$ cat src/rtl/instruction_fetch_controller.sv
//------------------------------------------------------------------------------
// Module      : instruction_fetch_controller
// Description : Sequences instruction fetch. Requests a word from program
//               memory at the PC, strobes it into the instruction register,
//               holds it valid for execute until completion, then advances
//               the PC (increment or branch).
// Options     : FETCH_TIMEOUT_EN - when defined, a watchdog counts
//               consecutive unacknowledged FETCH cycles and enters a sticky
//               error state after TIMEOUT_CYCLES of them.
// Ports       : clk, reset                  - clock, sync active-high reset
//               mem_req/mem_addr            - fetch request and address
//               mem_ack/mem_rdata           - memory data valid and word
//               ir_load/ir_data             - instruction register load/data
//               instr_valid                 - instruction held for execute
//               exec_done/branch_taken/
//               branch_target               - execute completion and branch
//               halt                        - stop fetching
//               pc, busy, fetch_error       - status
// Revision    : 1.0 - initial release
//------------------------------------------------------------------------------
`default_nettype none

module instruction_fetch_controller #(
  parameter int ADDR_W         = 8,
  parameter int INSTR_W        = 15,
  parameter int RESET_PC       = 0,
  parameter int TIMEOUT_CYCLES = 16
) (
  input  logic               clk,
  input  logic               reset,
  output logic               mem_req,
  output logic [ADDR_W-1:0]  mem_addr,
  input  logic               mem_ack,
  input  logic [INSTR_W-1:0] mem_rdata,
  output logic               ir_load,
  output logic [INSTR_W-1:0] ir_data,
  output logic               instr_valid,
  input  logic               exec_done,
  input  logic               branch_taken,
  input  logic [ADDR_W-1:0]  branch_target,
  input  logic               halt,
  output logic [ADDR_W-1:0]  pc,
  output logic               busy,
  output logic               fetch_error
);

  localparam logic [2:0] S_IDLE   = 3'd0;
  localparam logic [2:0] S_FETCH  = 3'd1;
  localparam logic [2:0] S_LOAD   = 3'd2;
  localparam logic [2:0] S_EXEC   = 3'd3;
  localparam logic [2:0] S_HALTED = 3'd4;
  localparam logic [2:0] S_ERR    = 3'd5;

  logic [2:0]         state_q, state_d;
  logic [ADDR_W-1:0]  pc_q, pc_d;
  logic [INSTR_W-1:0] ir_q, ir_d;

`ifdef FETCH_TIMEOUT_EN
  localparam int WD_W = $clog2(TIMEOUT_CYCLES + 1);
  localparam logic [WD_W-1:0] WD_LAST = WD_W'(TIMEOUT_CYCLES - 1);

  logic [WD_W-1:0] wd_q, wd_d;
`else
  // Watchdog limit has no effect in this build.
  logic [31:0] unused_timeout_cycles;
  assign unused_timeout_cycles = 32'(TIMEOUT_CYCLES);
`endif

  always_comb begin
    state_d = state_q;
    pc_d    = pc_q;
    ir_d    = ir_q;
`ifdef FETCH_TIMEOUT_EN
    wd_d    = '0;
`endif
    case (state_q)
      S_IDLE: begin
        state_d = halt ? S_HALTED : S_FETCH;
      end
      S_FETCH: begin
        if (mem_ack) begin
          ir_d    = mem_rdata;
          state_d = S_LOAD;
        end
`ifdef FETCH_TIMEOUT_EN
        // Trip on the TIMEOUT_CYCLES-th consecutive cycle without an ack.
        else if (wd_q == WD_LAST) begin
          state_d = S_ERR;
        end else begin
          wd_d = wd_q + 1'b1;
        end
`endif
      end
      S_LOAD: begin
        pc_d    = pc_q + 1'b1;
        state_d = S_EXEC;
      end
      S_EXEC: begin
        if (exec_done) begin
          if (branch_taken) begin
            pc_d = branch_target;
          end
          state_d = halt ? S_HALTED : S_FETCH;
        end
      end
      S_HALTED: begin
        if (!halt) begin
          state_d = S_FETCH;
        end
      end
      S_ERR: begin
        state_d = S_ERR;
      end
      default: begin
        state_d = S_IDLE;
      end
    endcase
  end

  always_ff @(posedge clk) begin
    if (reset) begin
      state_q <= S_IDLE;
      pc_q    <= ADDR_W'(RESET_PC);
      ir_q    <= '0;
`ifdef FETCH_TIMEOUT_EN
      wd_q    <= '0;
`endif
    end else begin
      state_q <= state_d;
      pc_q    <= pc_d;
      ir_q    <= ir_d;
`ifdef FETCH_TIMEOUT_EN
      wd_q    <= wd_d;
`endif
    end
  end

  // All control outputs decode straight from the registered state, so a
  // reset edge removes every request/strobe in the following cycle.
  assign mem_req     = (state_q == S_FETCH);
  assign mem_addr    = pc_q;
  assign ir_load     = (state_q == S_LOAD);
  assign ir_data     = ir_q;
  assign instr_valid = (state_q == S_EXEC);
  assign pc          = pc_q;
  assign busy        = (state_q == S_FETCH) || (state_q == S_LOAD) ||
                       (state_q == S_EXEC);

`ifdef FETCH_TIMEOUT_EN
  assign fetch_error = (state_q == S_ERR);
`else
  assign fetch_error = 1'b0;
`endif

endmodule

`default_nettype wire

$ cat config.mk
export PLATFORM = sky130hd
export DESIGN_NAME = instruction_fetch_controller
export DESIGN_NICKNAME = d
export VERILOG_FILES = /design/src/rtl/instruction_fetch_controller.sv
export SDC_FILE = /design/constraint.sdc
export NUM_CORES = 1
export LEC_CHECK = 0
export ABC_AREA = 1
export ABC_CLOCK_PERIOD_IN_PS = 2500
export CAP_MARGIN = 40
export CORE_UTILIZATION = 45
export CTS_BUF_LIST = sky130_fd_sc_hd__clkbuf_2
export CTS_CLUSTER_DIAMETER = 150
export DETAILED_ROUTE_END_ITERATION = 8
export PLACE_DENSITY = 0.95
export RECOVER_POWER = 50
export SYNTH_ARGS = -nofsm -noshare
export SYNTH_HDL_FRONTEND = slang
export SYNTH_SLANG_ARGS = --single-unit
$ cat constraint.sdc
create_clock -name clk -period 2.5 [get_ports clk]
set_input_delay 0.25 -clock clk [delete_from_list [all_inputs] [get_ports clk]]
set_output_delay 0.25 -clock clk [all_outputs]
set_load 0.03 [all_outputs]
==> results.ini <==
[run_status]
status=finished clean

[die]
fp.dieW_um=56.24
start_util=0.4759
dieArea_um2=3162
die_y_um=56.24
rows=19
fp.coreArea_um2=2781
io_pins=65

[logic_synthesis]
synth_top_area_share=0.3932
synth_area_um2=1324
syn_inst=196
synth_top_cell_by_area=dfxtp_1
syn-num-nets=226
ys_types=24
yosysSeqAreaShare=0.3932
ys_ff_latch=26
syn_avg_cell_area_um2=6.754
yosysWarnings=0
synth_area_leaders=dfxtp_1 39%, nor2_1 12%, nand2_1 10%, o21ai_0 6.8%, nand3_1 5.3%

[placed_design]
port-buffer-count=63
dpl.hpwl_mm=2.276
place.gp.congestion=0.7853

[critical_path]
worst-path-max-fanout=6
worstPathArrival_ns=1.96
crit_path_end_kind=output pin
timing.rr.start=state_q[0]
timing.rr.end=ir_data[1]
cp.required_ns=2.25
r2r_slack_ns=0.43
worstSetupPathType=flop to output pin
startpoint_type=flop
r2r_cells=7

[sta]
worst_pin_slew_ns=0.8905
period_share=0.8836
rsz0062_at_grt=false
hold_viol=0
drv_slew=0
finalCriticalPeriod_ns=2.209
finalClockSkew_ns=0.01167
fin_tns_setup_ns=0
maxSlewHeadroom=0.4041
fmax_mhz=452.7
setup_viol_count_final=0

[hold_path]
hold_path_end=ir_data[13]
hp-start=mem_rdata[13]
min_path_cells=3
min_path_type=input port to flop

[finish]
final_nets=281
finish.utilization=0.6784
drive_above_1_share=0.03200
layout_common_cells=59 x clkdlybuf4s50_1, 45 x nor2_1, 38 x nand2_1
syn_to_final_growth_pct=42.53
antenna_cells=0
final_common_cell=clkdlybuf4s50_1

[clock_tree]
numCtsBuffers=3
ctsLongestPathBuffers=2
path_clk_slew_ns=0.23
htreeDepth=1
clock_latency_ns=0.35
clock_sinks=26
tritoncts=yes
cts_hold_buf=0
cts_resized=0
postCtsSetupBuffers=0
root_buffer=clkbuf_2

[drt]
final_antenna_net_count=0
wirelength_mm=3.015
viasPerCell=4.868
drt_iter0_markers=43
vias=1368
dr.pass1.iters=4
drc=0
wl_per_cell_um=10.73

[job]
cap_viol_max_count=0

[global_route]
grt_pass1_wl_mm=5.230
grt_max_degree=22
first_global_vias=1192
gr-total-overflow=0
antenna_found_initial=0
grt_usage=0.2049

[pwr]
power.total_mw=1.696
p_per_area_nw_per_um2=899.0
ir_drop_v=0.0007703
leakage_nw=0.8299

## how the worst max path moves through the flow
stage / startpoint / endpoint / slack, ns / cells after the start
2_1_floorplan: state_q[0] / ir_data[10] / 1.12 / 8
3_3_place_gp: state_q[0] / busy / 0.76 / 7
3_5_place_dp: state_q[0] / busy / 0.73 / 6
4_1_cts: state_q[0] / busy / 0.28 / 6
5_1_grt: state_q[0] / busy / 0.06 / 7
6_report: state_q[0] / busy / 0.29 / 7
## worst max-delay path, stage by stage (launching register included)
cell and delay, ns:
dfxtp_1 0.46, nand2_1 0.08, nor2_1 0.17, inv_2 0.07
nand2_1 0.06, inv_1 0.05, nand2_1 0.05, clkdlybuf4s50_1 0.67
## synth_stat cells
master and instances:
nor2_1 42, nand2_1 36, dfxtp_1 26, o21ai_0 18, nand3_1 14, inv_1 12
a21oi_1 11, buf_4 9, inv_2 5, o21ai_1 3, buf_6 2, clkbuf_1 2
nand2_2 2, nor2_2 2, nor2_4 2, o211ai_1 2, a21o_1 1, a21oi_2 1
a31oi_1 1, buf_2 1, conb_1 1, ha_1 1, nand4_1 1, or2_2 1
## registers in the layout, indices dropped and copies added (netlist names)
register,flops
state_q,3
mem_addr,8
ir_data,15
## stage by stage
stage	setup WS (ns)	instances	area [um2]	hold WS [ns]
after floorplan	1.124	196	1324	0.3191
after global placement	0.7600	277	1898	0.4851
after detailed placement	0.7260	277	1898	0.4887
after CTS	0.2834	281	1917	0.4289
after global routing	0.06314	281	1887	0.3985
final	0.2910	281	1887	0.4474
## cell families (layout without fill, tap and decap cells)
logic type	count (synthesis)	count (layout)	synth area share
simple gates	100	100	0.3195
other cells	1	1	0.002833
buf+inv	31	85	0.1257
fa+ha+maj	1	1	0.009450
flops	26	26	0.3932
compound gates	37	37	0.1493
## where the power goes
part	internal (mW)	total, mW	switching, mW
Clock	0.0348	0.155	0.121
Sequential	0.515	0.601	0.0859
Combinational	0.369	0.940	0.571
## per-layer routing
metal	part of all wire	up-vias	global-route usage
met1	0.46	598	0.2680
met5	0	-	0
met3	0.069	2	0.07442
met2	0.47	43	0.3299
li1	-	725	-
met4	0.0043	0	0.03136
## area by class of cell
class                   count  area (um2)
clock inverters             1       3.754
fillers                   245       894.6
inverters                  17       63.81
well taps                  31       38.79
repair buffers             64       634.4
multi-input cells         139       610.6
clock buffers               3       15.01
flip-flops and latches     26       520.5
Power figures use the tool's default switching activity.
